==> src/rtl/alu_cc_seq.sv <==
`timescale 1ns/1ps
// alu_cc_seq: sequential ALU that keeps condition codes between operations.
// One request is accepted in IDLE. Add, sub, and, xor and illegal ops finish
// in one cycle. Shifts, when enabled, move one bit position per cycle.
// The result is then held in HOLD until the consumer takes it.
//
// Build option: define ALU_CC_SEQ_SHIFT_EN to enable shl/sar (ops 100/101).
// Without it those ops report illegal, and the shift datapath is not built.
//
// Ports
//   clk, rst             clock, asynchronous active-high reset
//   in_valid, in_ready   request handshake (in_ready only in IDLE)
//   op, a, b, shamt      opcode, operands, shift count
//   set_cc               request updates zf/sf/of
//   out_valid, out_ready result handshake
//   result, cout         registered result and carry/shifted-out bit
//   zf, sf, of           condition codes
//   illegal              held result belongs to an illegal/disabled op
module alu_cc_seq #(
    parameter int WIDTH = 64,
    parameter int SHW   = $clog2(WIDTH)
) (
    input  logic             clk,
    input  logic             rst,
    input  logic             in_valid,
    output logic             in_ready,
    input  logic [2:0]       op,
    input  logic [WIDTH-1:0] a,
    input  logic [WIDTH-1:0] b,
    input  logic [SHW-1:0]   shamt,
    input  logic             set_cc,
    output logic             out_valid,
    input  logic             out_ready,
    output logic [WIDTH-1:0] result,
    output logic             cout,
    output logic             zf,
    output logic             sf,
    output logic             of,
    output logic             illegal
);

    typedef enum logic [1:0] {
        IDLE  = 2'd0,
        SHIFT = 2'd1,
        HOLD  = 2'd2
    } state_t;

    localparam logic [2:0] OP_ADD = 3'b000;
    localparam logic [2:0] OP_SUB = 3'b001;
    localparam logic [2:0] OP_AND = 3'b010;
    localparam logic [2:0] OP_XOR = 3'b011;

    state_t           state_q, state_d;
    logic [WIDTH-1:0] result_q, result_d;
    logic             cout_q, cout_d;
    logic             zf_q, zf_d, sf_q, sf_d, of_q, of_d;
    logic             illegal_q, illegal_d;
    logic [WIDTH:0]   sum_ext;
    logic             of_calc;
    logic             upd_flags;

`ifdef ALU_CC_SEQ_SHIFT_EN
    localparam logic [2:0] OP_SHL = 3'b100;
    localparam logic [2:0] OP_SAR = 3'b101;

    logic [SHW-1:0] cnt_q, cnt_d;
    logic           sar_q, sar_d;
    logic           set_cc_q, set_cc_d;

    always_ff @(posedge clk or posedge rst) begin
        if (rst) begin
            cnt_q    <= '0;
            sar_q    <= 1'b0;
            set_cc_q <= 1'b0;
        end else begin
            cnt_q    <= cnt_d;
            sar_q    <= sar_d;
            set_cc_q <= set_cc_d;
        end
    end
`else
    logic unused_shamt;
    assign unused_shamt = ^shamt;
`endif

    always_ff @(posedge clk or posedge rst) begin
        if (rst) begin
            state_q   <= IDLE;
            result_q  <= '0;
            cout_q    <= 1'b0;
            zf_q      <= 1'b1;
            sf_q      <= 1'b0;
            of_q      <= 1'b0;
            illegal_q <= 1'b0;
        end else begin
            state_q   <= state_d;
            result_q  <= result_d;
            cout_q    <= cout_d;
            zf_q      <= zf_d;
            sf_q      <= sf_d;
            of_q      <= of_d;
            illegal_q <= illegal_d;
        end
    end

    always_comb begin
        state_d   = state_q;
        result_d  = result_q;
        cout_d    = cout_q;
        illegal_d = illegal_q;
        zf_d      = zf_q;
        sf_d      = sf_q;
        of_d      = of_q;
        sum_ext   = '0;
        of_calc   = 1'b0;
        upd_flags = 1'b0;
`ifdef ALU_CC_SEQ_SHIFT_EN
        cnt_d     = cnt_q;
        sar_d     = sar_q;
        set_cc_d  = set_cc_q;
`endif
        case (state_q)
            IDLE: begin
                if (in_valid) begin
                    state_d   = HOLD;
                    illegal_d = 1'b0;
                    cout_d    = 1'b0;
                    case (op)
                        OP_ADD: begin
                            sum_ext   = {1'b0, a} + {1'b0, b};
                            result_d  = sum_ext[WIDTH-1:0];
                            cout_d    = sum_ext[WIDTH];
                            of_calc   = (a[WIDTH-1] == b[WIDTH-1]) &&
                                        (sum_ext[WIDTH-1] != a[WIDTH-1]);
                            upd_flags = set_cc;
                        end
                        OP_SUB: begin
                            // a + ~b + 1 so cout is the no-borrow carry
                            sum_ext   = {1'b0, a} + {1'b0, ~b} + (WIDTH+1)'(1);
                            result_d  = sum_ext[WIDTH-1:0];
                            cout_d    = sum_ext[WIDTH];
                            of_calc   = (a[WIDTH-1] != b[WIDTH-1]) &&
                                        (sum_ext[WIDTH-1] != a[WIDTH-1]);
                            upd_flags = set_cc;
                        end
                        OP_AND: begin
                            result_d  = a & b;
                            upd_flags = set_cc;
                        end
                        OP_XOR: begin
                            result_d  = a ^ b;
                            upd_flags = set_cc;
                        end
`ifdef ALU_CC_SEQ_SHIFT_EN
                        OP_SHL, OP_SAR: begin
                            result_d = a;
                            if (shamt == '0) begin
                                upd_flags = set_cc;
                            end else begin
                                state_d  = SHIFT;
                                cnt_d    = shamt;
                                sar_d    = (op == OP_SAR);
                                set_cc_d = set_cc;
                            end
                        end
`endif
                        default: begin
                            result_d  = '0;
                            illegal_d = 1'b1;
                        end
                    endcase
                end
            end
`ifdef ALU_CC_SEQ_SHIFT_EN
            SHIFT: begin
                if (sar_q) begin
                    result_d = {result_q[WIDTH-1], result_q[WIDTH-1:1]};
                    cout_d   = result_q[0];
                end else begin
                    result_d = {result_q[WIDTH-2:0], 1'b0};
                    cout_d   = result_q[WIDTH-1];
                end
                cnt_d = cnt_q - SHW'(1);
                if (cnt_q == SHW'(1)) begin
                    state_d   = HOLD;
                    upd_flags = set_cc_q;
                end
            end
`endif
            HOLD: begin
                if (out_ready) begin
                    state_d = IDLE;
                end
            end
            default: state_d = IDLE;
        endcase

        // Flags only move on the edge that enters HOLD with a legal op.
        if (upd_flags) begin
            zf_d = (result_d == '0);
            sf_d = result_d[WIDTH-1];
            of_d = of_calc;
        end
    end

    assign in_ready  = (state_q == IDLE);
    assign out_valid = (state_q == HOLD);
    assign result    = result_q;
    assign cout      = cout_q;
    assign zf        = zf_q;
    assign sf        = sf_q;
    assign of        = of_q;
    assign illegal   = illegal_q;

endmodule

==> config.mk <==
export PLATFORM = sky130hd
export DESIGN_NAME = alu_cc_seq
export DESIGN_NICKNAME = d
export VERILOG_FILES = /design/src/rtl/alu_cc_seq.sv
export SDC_FILE = /design/constraint.sdc
export NUM_CORES = 1
export LEC_CHECK = 0
export ABC_AREA = 0
export CAP_MARGIN = 20
export CORE_UTILIZATION = 57
export CTS_CLUSTER_DIAMETER = 150
export DETAILED_ROUTE_END_ITERATION = 8
export PLACE_DENSITY_LB_ADDON = 0.3
export SKIP_CTS_REPAIR_TIMING = 1
export SYNTH_ARGS = -nofsm -noshare
export SYNTH_HDL_FRONTEND = slang
export SYNTH_SLANG_ARGS = --single-unit
export TNS_END_PERCENT = 30
==> constraint.sdc <==
create_clock -name clk -period 4.7 [get_ports clk]
set_clock_uncertainty 0.1 [all_clocks]
set_input_delay 1.41 -clock clk [delete_from_list [all_inputs] [get_ports clk]]
set_output_delay 1.41 -clock clk [all_outputs]
set_load 0.005 [all_outputs]
==> run metrics, run 1 <==
routability cong. 1.21; outcome stopped before the end; # rows 56; grt ovf 1008; port bufs 206; Post-DP Area 0.0215 mm^2; ys async rst share 100%; Sink Count 70; Root Driver clkbuf_16; Synth Instances 2021; synthesized area per cell 6.78 um^2; post-DP HPWL 68.1 mm; Cell variety after synth 87; EDFF count, synth 0; number of synthesis warnings 0; clk buf depth 2; failing step global routing (5_1_grt); pin count of the biggest net entering global routing 29; synthesized cell area 0.0137 mm^2; global-route wire length before repair 175 mm; die extent in x 157 um; Run Error [ERROR GRT-0116] Global routing finished with congestion. Check the congestion regions in the DRC Viewer.; TritonCTS Buffers 9; Starting Density 58.2%; Post-Syn Nets 2294; CTS HTree Levels 3; register bit total from synthesis 70; Seq/Total Area, Yosys 12.8%; io pins 213; total track usage 92.9%; vias in the first global route 29145; top_reg_cell synth dfrtp_1; Die Ht 157 um; placed cell count 3179
## through the flow
| stage | TNS [ns] | hold WS (ns) | setup WS [ns] |
|---|---|---|---|
| 3_3_place_gp | -16.41 | 0.375 | -1.48 |
| 4_1_cts | -18.70 | 0.421 | -1.58 |
| 3_5_place_dp | -25.18 | 0.397 | -1.74 |
| 2_1_floorplan | -0.220 | 0.348 | -0.220 |
## synth_stat cells, types with 11 or more instances
library cell | count | area [um^2]
a21boi_0 | 11 | 82.6
o21a_1 | 28 | 210
mux2i_1 | 40 | 400
nor4_1 | 49 | 307
a221oi_1 | 13 | 114
and3_1 | 18 | 113
xnor2_1 | 41 | 359
dfrtp_1 | 69 | 1730
nand3_1 | 49 | 245
nand2b_1 | 11 | 68.8
inv_1 | 146 | 548
nand4_1 | 40 | 250
buf_1 | 12 | 45.0
o21ai_0 | 151 | 756
nand2_1 | 208 | 781
a211oi_1 | 34 | 255
a21oi_1 | 218 | 1090
ha_1 | 129 | 1610
nor2b_1 | 29 | 181
clkbuf_1 | 102 | 383
o21bai_1 | 14 | 105
o211ai_1 | 32 | 240
a21o_1 | 38 | 285
nor2_1 | 167 | 627
o31ai_1 | 44 | 330
o221ai_1 | 11 | 96.3
buf_2 | 11 | 55.1
a31oi_1 | 38 | 238
nor3_1 | 51 | 255
## logic make-up after synthesis
family / after synthesis / share of synthesized area [%]
flip-flops: 70 / 12.8
AND/OR/NAND/NOR: 690 / 24.5
AO/OA/AOI/OAI: 767 / 36.7
adder cells (fa/ha/maj): 131 / 12.1
buffers and inverters: 273 / 7.63
XOR/XNOR: 45 / 2.88
multiplexers: 45 / 3.41
## routing by layer
metal,track usage (%),overflow
met1,86.2,48
met2,109,624
met3,81.3,61
met4,101,267
met5,62.5,8
==> inputs of run 2 (changes only) <==
--- a/config.mk
+++ b/config.mk
@@ -7,10 +7,9 @@
 export LEC_CHECK = 0
 export ABC_AREA = 0
 export CAP_MARGIN = 20
-export CORE_UTILIZATION = 57
-export CTS_CLUSTER_DIAMETER = 150
+export CORE_UTILIZATION = 40
 export DETAILED_ROUTE_END_ITERATION = 8
-export PLACE_DENSITY_LB_ADDON = 0.3
+export PLACE_DENSITY_LB_ADDON = 0.15
 export SKIP_CTS_REPAIR_TIMING = 1
 export SYNTH_ARGS = -nofsm -noshare
 export SYNTH_HDL_FRONTEND = slang
==> run 2 against run 1 <==
Effect of this change: the flow now finishes, with violations (negative setup slack); synthesized cell count is the same; area after synthesis is the same.
==> run metrics, run 2 <==
outcome finished with violations (was stopped before the end); violated checks negative setup slack; Vias 22034; post-DP HPWL 69.1 mm (was 68.1 mm); ys async rst share 100% (unchanged); maximum vdd drop 0.233 mV; Die Ht 187 um (was 157 um); top-count cell post-synth a21oi_1 (unchanged); crit path DAT 5.68 ns; setup violators final 7; routability cong. 1.12 (was 1.21); number of synthesis warnings 0 (unchanged); io pins 213 (unchanged); Routed WL per cell 25.5 um; total power 5330 uW; vias in the first global route 20504; CTS HTree Levels 3 (unchanged); fin worst setup slack -0.756 ns; worst reg2reg endpoint zf; PwrDens 214 mW/mm^2; kind of cell adding the most delay to the critical path simple AND/OR/NAND/NOR gates; initial antenna violation count 4; area share of the leading cell type in the synthesized netlist 12.6% (unchanged); residual DRC count 0; Root Driver clkbuf_16 (unchanged); Cell variety after synth 87 (unchanged); TritonCTS clock tree built; r2r setup slk 0.57 ns; synthesized area per cell 6.78 um^2 (unchanged); Comb power frac 69.2%; dpl ws -1.54 ns (was -1.74 ns); WP buf/inv 3; Int Power 2920 uW; Final Instance Area 0.0249 mm^2; Psw 2420 uW; Synth area leaders dfrtp_1 (13%), ha_1 (12%), a21oi_1 (8.0%) (unchanged); Post-DP Area 0.0225 mm^2 (was 0.0215 mm^2); period utilization 116%; register clock-pin slew on the reported worst setup and hold paths 0.08 ns; clk buf depth 2 (unchanged); Skew-Pair Late Insertion Delay 0.38 ns; register bit total from synthesis 70 (unchanged); top layer in use met5; placed cell count 3412 (was 3179); die area 0.0350 mm^2; nets 3282; RSZ-0062 raised after global routing true; Setup crit start kind primary input; vias per cell 6.36; most common cell after layout, fill and taps aside buf_4; total track usage 46.4%; die extent in x 187 um (was 157 um); Commonest cells post-synth a21oi_1 (218), nand2_1 (208), nor2_1 (167) (unchanged); FF-to-FF path depth 12; Sink Count 70 (unchanged); non-filler cells, final 3463; max reg flops 64; crit path time final 5.46 ns; DR WL met3 11.5 mm; synthesized cell area 0.0137 mm^2 (unchanged); global-route wire length before repair 124 mm; HP Class reg -> reg; EDFF count, synth 0 (unchanged); Worst slew margin 47.6%; Hold Vio Cnt, Final 0; initial DRC count 3287; layout cells sized above 1 41.0%; Starting Density 40.8% (was 58.2%); Flop pwr share 16.0%; cell taking the most area after synthesis dfrtp_1 (unchanged); leak pwr 0.0116 uW; max-slew violations 0; Post-Syn Nets 2294 (unchanged); Seq/Total Area, Yosys 12.8% (unchanged); Area growth, synth to finish 81.7%; DRT Wirelength 88.5 mm; total of max-cap violations 0; # rows 67 (was 56); Achievable Freq 183 MHz; Worst Path Max Fanout 2; Synth Instances 2021 (unchanged); delay of the slowest critical-path stage 0.57 ns; met2 WL 37.1 mm; Post-DRT Antenna Nets 0; TritonRoute pass-1 iters 7; worst reg2reg path startpoint state_q[1]; clock share of power 14.8%; Hold Crit Depth 2; CORE AREA 0.0336 mm^2; WP data required 4.93 ns; Hold Crit Endpoint illegal; HP Start illegal; port bufs 206 (unchanged); Worst-Margin Slew 0.779 ns; grt ovf 0; worst-path cell chain buf_2 > buf_4 > ha_2 > inv_1 > fa_2 > nand2b_1 > o21a_1 > a221o_1 > a21oi_2 > nor4b_4 > nand4b_1 > or4_4 > or4_4 > nor4_4 > nand4bb_1 > nor4_4 > nand4_1 > nand2_1; top_reg_cell synth dfrtp_1 (unchanged); pin count of the biggest net entering global routing 37; most frequent cells in the layout buf_4 (869), nand2_1 (198), a21oi_1 (169), clkdlybuf4s50_1 (158), nor2_1 (150); fillers 2579; Worst Setup End Kind flop; Slowest cell on crit path or4_4; Sw Ratio 45.3%; Met1 Routed Length 33.4 mm; TritonCTS Buffers 9 (unchanged); CP Class in -> reg
## run 2: worst max path at each step
stage               start  to  slack, ns  depth (start not counted)
floorplan            b[1]  zf      -0.22                         15
global placement     b[1]  zf      -1.41                         18
detailed placement   b[1]  zf      -1.54                         17
CTS                  b[1]  zf      -1.16                         17
global route        b[36]  zf      -0.79                         17
finish               b[0]  zf      -0.76                         18
## run 2: routing by layer
layer / vias to the layer above / track usage [%]
li1: 9522 / -
met1: 10280 / 60.1
met2: 1764 / 69.8
met3: 464 / 11.6
met4: 4 / 26.8
met5: - / 0
## run 2: cell type report
class                      count  area [um^2]  area share (%)
clock buffer                  10          229           0.920
tap                          448          561            2.25
multi-input combinational   1678        12700            50.9
clock inverter                 6         70.1           0.281
inverter                     147          562            2.26
timing repair buffer        1103         9060            36.4
antenna                        1         2.50          0.0100
sequential                    70         1750            7.04
## run 2: worst reg2reg max path: cells and delay by family (launching register included)
family           cells  cell delay (ns)
AND/OR/NAND/NOR     12             3.55
flip-flops           1             0.43
## run 2: logic make-up after synthesis
group,Yosys count,synth area share (%)
fa+ha+maj,131,12.1
mux,45,3.41
xor+xnor,45,2.88
flops,70,12.8
buf+inv,273,7.63
simple gates,690,24.5
compound gates,767,36.7
## run 2: power by group through the flow
stage	logic, uW	registers (uW)	clock network, uW
after global placement	3170	851	0
after CTS	3230	842	776
after detailed placement	3200	851	0
final	3690	854	788
after floorplan	1320	809	0
after global routing	3840	855	793
## run 2: stage by stage
step	TNS (ns)	util (%)	hold WS, ns
2_1_floorplan	-0.220	-	0.348
3_3_place_gp	-18.96	67.0	0.365
3_5_place_dp	-21.55	67.0	0.382
4_1_cts	-8.91	67.9	0.399
5_1_grt	-2.11	74.1	0.418
6_report	-1.31	74.1	0.401
(Power assumes the default switching activity.)
